[src/rtl/instr_encoder_pkg.sv]
// Shared instruction-word layout and loader FSM encoding.
// The decode stage imports the same field constants so packing and unpacking cannot drift apart.
package instr_encoder_pkg;

    localparam int INSTR_W  = 16;

    localparam int OP_MSB   = 15;
    localparam int OP_LSB   = 12;
    localparam int RD_MSB   = 11;
    localparam int RD_LSB   = 9;
    localparam int FLAG_BIT = 8;
    localparam int RA_MSB   = 7;
    localparam int RA_LSB   = 5;
    localparam int RB_MSB   = 4;
    localparam int RB_LSB   = 2;
    localparam int IMM_MSB  = 7;
    localparam int IMM_LSB  = 0;

    typedef enum logic [1:0] {
        ST_IDLE = 2'd0,
        ST_LOAD = 2'd1,
        ST_DONE = 2'd2
    } state_t;

    // Register form leaves bits [1:0] at zero.
    function automatic logic [INSTR_W-1:0] encode_instr(
        input logic [3:0] op,
        input logic [2:0] rd,
        input logic [2:0] ra,
        input logic [2:0] rb,
        input logic [7:0] imm,
        input logic       imm_form,
        input logic       flag
    );
        logic [INSTR_W-1:0] w;
        w                  = '0;
        w[OP_MSB:OP_LSB]   = op;
        w[RD_MSB:RD_LSB]   = rd;
        w[FLAG_BIT]        = flag;
        if (imm_form) begin
            w[IMM_MSB:IMM_LSB] = imm;
        end else begin
            w[RA_MSB:RA_LSB]   = ra;
            w[RB_MSB:RB_LSB]   = rb;
        end
        return w;
    endfunction

endpackage

[src/rtl/instr_encoder_sync_fifo.sv]
// Single-clock FIFO with registered storage and pointer-based full/empty.
// Head is visible combinationally; push when full and pop when empty are ignored.
module sync_fifo #(
    parameter int WIDTH = 16,
    parameter int DEPTH = 4
) (
    input  logic             clk,
    input  logic             rst,
    input  logic             push,
    input  logic [WIDTH-1:0] push_dat,
    input  logic             pop,
    output logic [WIDTH-1:0] head_dat,
    output logic             full,
    output logic             empty
);

    localparam int AW = $clog2(DEPTH);
    localparam logic [AW:0] PTR_ONE = 1;

    logic [WIDTH-1:0] mem [DEPTH];
    logic [AW:0]      wr_ptr;
    logic [AW:0]      rd_ptr;

    // Extra pointer bit distinguishes full from empty when the indices match.
    assign empty    = (wr_ptr == rd_ptr);
    assign full     = (wr_ptr[AW] != rd_ptr[AW]) && (wr_ptr[AW-1:0] == rd_ptr[AW-1:0]);
    assign head_dat = mem[rd_ptr[AW-1:0]];

    always_ff @(posedge clk or posedge rst) begin
        if (rst) begin
            wr_ptr <= '0;
            rd_ptr <= '0;
            for (int i = 0; i < DEPTH; i++) begin
                mem[i] <= '0;
            end
        end else begin
            if (push && !full) begin
                mem[wr_ptr[AW-1:0]] <= push_dat;
                wr_ptr              <= wr_ptr + PTR_ONE;
            end
            if (pop && !empty) begin
                rd_ptr <= rd_ptr + PTR_ONE;
            end
        end
    end

endmodule

[src/rtl/instr_encoder.sv]
// Program loader: packs instruction fields into 16-bit words, buffers them, writes them to consecutive addresses.
// Words reach memory one cycle after acceptance at the earliest; in_ready drops when the FIFO fills or the job quota is met.
module instr_encoder
    import instr_encoder_pkg::*;
#(
    parameter int ADDR_W = 8,
    parameter int DEPTH  = 4
) (
    input  logic              clk,
    input  logic              rst,
    input  logic              start,
    input  logic [ADDR_W-1:0] base_addr,
    input  logic [ADDR_W-1:0] length,
    input  logic              in_valid,
    output logic              in_ready,
    input  logic [3:0]        op,
    input  logic [2:0]        rD_select,
    input  logic [2:0]        rA_select,
    input  logic [2:0]        rB_select,
    input  logic [7:0]        immediate,
    input  logic              imm_form,
    input  logic              flag,
    output logic              mem_we,
    output logic [ADDR_W-1:0] mem_addr,
    output logic [15:0]       mem_wdata,
    input  logic              mem_ready,
    output logic              busy,
    output logic              done
);

    localparam int CNT_W = ADDR_W + 1;
    localparam logic [CNT_W-1:0]  CNT_ONE  = 1;
    localparam logic [ADDR_W-1:0] ADDR_ONE = 1;

    state_t              state;
    logic [ADDR_W-1:0]   addr_q;
    logic [CNT_W-1:0]    len_q;
    logic [CNT_W-1:0]    acc_cnt;
    logic [CNT_W-1:0]    wr_cnt;

    logic                fifo_full;
    logic                fifo_empty;
    logic                push;
    logic                pop;
    logic [INSTR_W-1:0]  head_dat;
    logic [INSTR_W-1:0]  enc_word;

    assign enc_word = encode_instr(op, rD_select, rA_select, rB_select,
                                   immediate, imm_form, flag);

    // No full-bypass: a same-cycle pop does not reopen a full FIFO.
    assign in_ready  = (state == ST_LOAD) && !fifo_full && (acc_cnt < len_q);
    assign push      = in_valid && in_ready;
    assign pop       = !fifo_empty && mem_ready;

    assign mem_we    = !fifo_empty;
    assign mem_addr  = addr_q;
    assign mem_wdata = fifo_empty ? '0 : head_dat;

    sync_fifo #(
        .WIDTH (INSTR_W),
        .DEPTH (DEPTH)
    ) u_fifo (
        .clk      (clk),
        .rst      (rst),
        .push     (push),
        .push_dat (enc_word),
        .pop      (pop),
        .head_dat (head_dat),
        .full     (fifo_full),
        .empty    (fifo_empty)
    );

    always_ff @(posedge clk or posedge rst) begin
        if (rst) begin
            state   <= ST_IDLE;
            addr_q  <= '0;
            len_q   <= '0;
            acc_cnt <= '0;
            wr_cnt  <= '0;
            busy    <= 1'b0;
            done    <= 1'b0;
        end else begin
            case (state)
                ST_IDLE: begin
                    done <= 1'b0;
                    if (start) begin
                        addr_q  <= base_addr;
                        len_q   <= {1'b0, length};
                        acc_cnt <= '0;
                        wr_cnt  <= '0;
                        busy    <= 1'b1;
                        if (length == '0) begin
                            state <= ST_DONE;
                            done  <= 1'b1;
                        end else begin
                            state <= ST_LOAD;
                        end
                    end
                end
                ST_LOAD: begin
                    if (push) begin
                        acc_cnt <= acc_cnt + CNT_ONE;
                    end
                    if (pop) begin
                        addr_q <= addr_q + ADDR_ONE;
                        wr_cnt <= wr_cnt + CNT_ONE;
                        if (wr_cnt + CNT_ONE == len_q) begin
                            state <= ST_DONE;
                            done  <= 1'b1;
                        end
                    end
                end
                ST_DONE: begin
                    state <= ST_IDLE;
                    busy  <= 1'b0;
                    done  <= 1'b0;
                end
                default: begin
                    state <= ST_IDLE;
                    busy  <= 1'b0;
                    done  <= 1'b0;
                end
            endcase
        end
    end

endmodule

[config.mk]
export PLATFORM = sky130hd
export DESIGN_NAME = instr_encoder
export DESIGN_NICKNAME = d
export VERILOG_FILES = /design/src/rtl/instr_encoder_pkg.sv /design/src/rtl/instr_encoder_sync_fifo.sv /design/src/rtl/instr_encoder.sv
export SDC_FILE = /design/constraint.sdc
export NUM_CORES = 1
export LEC_CHECK = 0
export ABC_AREA = 1
export BUFFER_PORTS_ARGS = -buffer_cell sky130_fd_sc_hd__buf_2
export CORE_MARGIN = 10
export CORE_UTILIZATION = 50
export DETAILED_ROUTE_END_ITERATION = 8
export HOLD_SLACK_MARGIN = 0.12
export MAX_ROUTING_LAYER = met4
export PLACE_DENSITY = 0.7
export SYNTH_ARGS = -nofsm -noshare
export SYNTH_HDL_FRONTEND = slang
export SYNTH_SLANG_ARGS = --single-unit
[constraint.sdc]
create_clock -name clk -period 4.03 [get_ports clk]
set_input_delay 0 -clock clk [delete_from_list [all_inputs] [get_ports clk]]
set_output_delay 0 -clock clk [all_outputs]
set_load 0.02 [all_outputs]
==> metrics.txt <==
# TYPE chip_impl_metric gauge
chip_impl_metric{name="layout-drive-gt1-share",unit="%"} 16.1
chip_impl_metric{name="arrival_time_of_data_at_the_critical_path_endpoint",unit="ns"} 2.94
chip_impl_info{name="worst_path_cell_trace",value="xnor2_2, nand3_1, nand3_2, nand2_1, inv_1, nor2_1, nor2_1, a21oi_1"} 1
chip_impl_metric{name="die-area",unit="um^2"} 16300
chip_impl_metric{name="critical_path_buf_inv_count",unit=""} 1
chip_impl_metric{name="clock_skew",unit="ns"} 0.00777
chip_impl_metric{name="grt_start_max_net_pins",unit=""} 78
chip_impl_metric{name="io_pins",unit=""} 72
chip_impl_metric{name="final-setup-viol-count",unit=""} 0
chip_impl_metric{name="post-cts-setup-buffers",unit=""} 0
chip_impl_info{name="critPathLaunchType",value="flop"} 1
chip_impl_metric{name="timing.critical_path.slowest_cell_delay",unit="ns"} 1.04
chip_impl_metric{name="synthesis.instances",unit=""} 719
chip_impl_metric{name="post-route-drc-count",unit=""} 0
chip_impl_metric{name="place.detailed.hpwl",unit="um"} 9510
chip_impl_metric{name="grt_antenna_before_repair",unit=""} 0
chip_impl_metric{name="antenna-diode-count",unit=""} 0
chip_impl_metric{name="clk_transition_reported_paths",unit="ns"} 0.07
chip_impl_metric{name="yosysTopAreaCellShare",unit="%"} 46.7
chip_impl_metric{name="flow.area_growth_from_synthesis",unit="%"} 19.7
chip_impl_metric{name="seq_power_share",unit="%"} 34.9
chip_impl_metric{name="routabilityCongestion",unit=""} 0.899
chip_impl_metric{name="floorplan.initialDensity",unit="%"} 50.9
chip_impl_metric{name="utilization",unit="%"} 61.0
chip_impl_metric{name="place.port_buffers",unit=""} 71
chip_impl_metric{name="drtIter0Drc",unit=""} 494
chip_impl_metric{name="timing_worst_slew_pin_value",unit="ns"} 1.05
chip_impl_metric{name="postSynthNetCount",unit=""} 778
chip_impl_info{name="critical_path.endpoint_type",value="flop"} 1
chip_impl_info{name="clock-root-buffer",value="sky130_fd_sc_hd__clkbuf_16"} 1
chip_impl_metric{name="htreeDepth",unit=""} 3
chip_impl_info{name="crit_slowest_cell",value="sky130_fd_sc_hd__dfrtp_1"} 1
chip_impl_metric{name="rows",unit=""} 39
chip_impl_info{name="rsz0062_at_grt",value="no"} 1
chip_impl_metric{name="first_pass_grt_wire_length",unit="um"} 24600
chip_impl_metric{name="finalHoldViolations",unit=""} 0
chip_impl_metric{name="grt_overflow",unit=""} 0
chip_impl_metric{name="max_clock_freq",unit="MHz"} 375
chip_impl_info{name="timing.setup.critical_path_class",value="flop to flop"} 1
chip_impl_metric{name="powerDensity",unit="nW/um^2"} 776
chip_impl_metric{name="power.clock.fraction",unit="%"} 17.9
chip_impl_info{name="hold_path_class",value="primary input to asynchronous set/reset pin"} 1
chip_impl_info{name="worst_path_dominant_cell_family",value="flip-flops"} 1
chip_impl_metric{name="internal-power",unit="W"} 0.00296
chip_impl_metric{name="whs",unit="ns"} 0.431
chip_impl_metric{name="max-slew-margin-rel",unit="%"} 30.1
chip_impl_metric{name="vdd_drop_max",unit="uV"} 549
chip_impl_info{name="yosysTopAreaCell",value="sky130_fd_sc_hd__dfrtp_1"} 1
chip_impl_metric{name="number_of_nets_still_failing_antenna_checks_after_routing",unit=""} 0
chip_impl_metric{name="fp.coreArea",unit="um^2"} 11400
chip_impl_metric{name="timing.final.crit_period",unit="ns"} 2.67
chip_impl_metric{name="synthesis.area_per_instance",unit="um^2"} 8.05
chip_impl_metric{name="yosys.cell_types.count",unit=""} 42
chip_impl_info{name="worst_path_most_repeated_cell",value="sky130_fd_sc_hd__nor2_1"} 1
chip_impl_metric{name="post-route-period-util",unit="%"} 66.2
chip_impl_metric{name="synth_sequential_area_ratio",unit="%"} 46.7
chip_impl_metric{name="grt_usage",unit="%"} 18.5
chip_impl_metric{name="cts_buffers",unit=""} 9
chip_impl_metric{name="timing.final.max_slew_violations",unit=""} 0
chip_impl_metric{name="finalSetupTns",unit="ns"} 0
chip_impl_metric{name="wl_per_cell",unit="um"} 15.1
chip_impl_info{name="cts_tree",value="yes"} 1
chip_impl_metric{name="totalPowerFinal",unit="W"} 0.00538
chip_impl_metric{name="first_pass_iters",unit=""} 5
chip_impl_metric{name="clkLatencyLatePin",unit="ns"} 0.35
chip_impl_metric{name="synth.cell_area",unit="um^2"} 5790
chip_impl_metric{name="path_max_fanout",unit=""} 35
chip_impl_metric{name="num_vias",unit=""} 5115
chip_impl_metric{name="tritoncts_num_sinks",unit=""} 108
chip_impl_metric{name="layout.nets",unit=""} 873
chip_impl_metric{name="postRouteWirelength",unit="um"} 14500
chip_impl_metric{name="synth.ff_latch_count",unit=""} 108
chip_impl_metric{name="yosys_warnings",unit=""} 0
chip_impl_metric{name="static-leakage-power",unit="nW"} 3.63
chip_impl_metric{name="post_drt_via_cell_ratio",unit=""} 5.32
chip_impl_metric{name="power_frac_comb",unit="%"} 47.2
chip_impl_metric{name="switching_power",unit="W"} 0.00242
chip_impl_info{name="result_of_the_run",value="complete, no violations"} 1
chip_impl_metric{name="grt_pass1_vias",unit=""} 5047
chip_impl_metric{name="cts_max_path_buffers",unit=""} 2
chip_impl_metric{name="worst_ep_required_time",unit="ns"} 4.30
chip_impl_info{name="synth_top_area_cells",value="sky130_fd_sc_hd__dfrtp_1 (47%), sky130_fd_sc_hd__nand2_1 (13%), sky130_fd_sc_hd__nor2_1 (5.3%)"} 1
chip_impl_metric{name="drv_cap",unit=""} 0
chip_impl_metric{name="chipWidth",unit="um"} 128
chip_impl_metric{name="die_y",unit="um"} 128
chip_impl_metric{name="switching_share",unit="%"} 45.0
routing by layer:
metal | track usage (%) | vias to the layer above | share of wire (%)
met5 | - | - | 0
met4 | 4.30 | 0 | 0.92
met3 | 4.38 | 14 | 5.3
met2 | 30.7 | 164 | 49
met1 | 22.4 | 2417 | 45
li1 | - | 2520 | -
tightest hold or removal path, delay by kind of cell:
kind / cells / cell delay [ns]
buffers and inverters: 3 / 1.35
Yosys cell counts, drive strengths merged:
library cell	count
mux2	7
nand3b	1
o21ai	67
nor3	3
nand4	1
o22ai	7
buf	23
clkbuf	15
o32ai	17
dfrtp	108
a31oi	1
o31ai	1
nor2	84
o21a	2
mux2i	1
ha	15
or2	1
nor4	2
xnor2	2
inv	64
nand3	57
a21oi	20
nand2	208
o211ai	1
xnor3	1
xor2	10
cells in the final DEF, fill, tap and decap left out, types with 2 or more instances in the layout:
master	instances
sky130_fd_sc_hd__mux2_2	7
sky130_fd_sc_hd__clkbuf_16	9
sky130_fd_sc_hd__o21ai_1	3
sky130_fd_sc_hd__inv_6	4
sky130_fd_sc_hd__ha_1	15
sky130_fd_sc_hd__clkinv_2	2
sky130_fd_sc_hd__nand2_4	4
sky130_fd_sc_hd__dlygate4sd3_1	46
sky130_fd_sc_hd__nand2_1	196
sky130_fd_sc_hd__nor2_2	2
sky130_fd_sc_hd__nand2_2	7
sky130_fd_sc_hd__buf_4	5
sky130_fd_sc_hd__o21ai_2	11
sky130_fd_sc_hd__o22ai_1	7
sky130_fd_sc_hd__nor3_1	3
sky130_fd_sc_hd__bufinv_16	2
sky130_fd_sc_hd__inv_1	60
sky130_fd_sc_hd__nor2_1	81
sky130_fd_sc_hd__xor2_1	10
sky130_fd_sc_hd__a21oi_1	20
sky130_fd_sc_hd__nand3_1	56
sky130_fd_sc_hd__o21a_1	2
sky130_fd_sc_hd__o21ai_0	53
sky130_fd_sc_hd__o32ai_1	17
sky130_fd_sc_hd__dfrtp_1	108
sky130_fd_sc_hd__inv_4	2
sky130_fd_sc_hd__buf_2	71
sky130_fd_sc_hd__nor4_1	2
power by group through the flow:
stage / Clock, W / Combinational [W] / Sequential, W
after detailed placement: 0 / 0.00250 / 0.00188
after global placement: 0 / 0.00243 / 0.00187
after global routing: 0.00102 / 0.00288 / 0.00193
after floorplan: 0 / 0.00191 / 0.00182
final: 0.000964 / 0.00254 / 0.00188
after CTS: 0.000974 / 0.00256 / 0.00187
metrics by stage:
| step | cell area [um^2] | setup slack (ns) | std cells |
|---|---|---|---|
| after detailed placement | 6150 | 1.39 | 900 |
| after global routing | 6930 | 1.04 | 962 |
| after global placement | 6150 | 1.50 | 900 |
| after CTS | 6930 | 1.38 | 962 |
| after floorplan | 5790 | 1.18 | 719 |
| final | 6930 | 1.36 | 962 |
registers in the layout, summed over array words and instances (netlist names):
| signal | cells |
|---|---|
| len_q | 8 |
| busy | 1 |
| wr_cnt | 9 |
| u_fifo.mem | 64 |
| u_fifo.rd_ptr | 3 |
| state | 2 |
| done | 1 |
| u_fifo.wr_ptr | 3 |
| mem_addr | 8 |
| acc_cnt | 9 |
cells by family after synthesis:
group,after synthesis,synth area share [%]
AND/OR/NAND/NOR,357,26.1
adder cells (fa/ha/maj),15,3.24
XOR/XNOR,13,2.33
multiplexers,8,1.53
flip-flops,108,46.7
buffers and inverters,102,7.95
AO/OA/AOI/OAI,116,12.2
what timing repair did:
action,4_1_cts,5_1_grt
gates resized for setup,0,0
hold endpoints to repair,178,0
hold buffers,46,0
final timing paths:
| kind | from | end | slack, ns | cells after the start |
|---|---|---|---|---|
| max reg2reg | u_fifo.rd_ptr[1]$_DFFE_PP0P_ | mem_addr[2]$_DFFE_PP0P_ | 1.36 | 8 |
| min in group clk | base_addr[1] | mem_addr[1]$_DFFE_PP0P_ | 0.47 | 4 |
| max | u_fifo.rd_ptr[1]$_DFFE_PP0P_ | mem_addr[2]$_DFFE_PP0P_ | 1.36 | 8 |
| min | rst | u_fifo.mem[34]$_DFFE_PP0P_ | 0.43 | 3 |
| min reg2reg | u_fifo.mem[18]$_DFFE_PP0P_ | u_fifo.mem[18]$_DFFE_PP0P_ | 0.48 | 2 |
| max in group asynchronous | rst | wr_cnt[3]$_DFFE_PP0P_ | 2.60 | 4 |
layout make-up:
cell class                      instances  area [um^2]
Fill cell                             982         4440
Sequential cell                       108         2700
Clock buffer                            9          225
Clock inverter                          7         96.3
Tap cell                              143          179
Inverter                               64          250
Multi-Input combinational cell        509         2630
Timing Repair Buffer                  122          853
(Power assumes the default switching activity.)
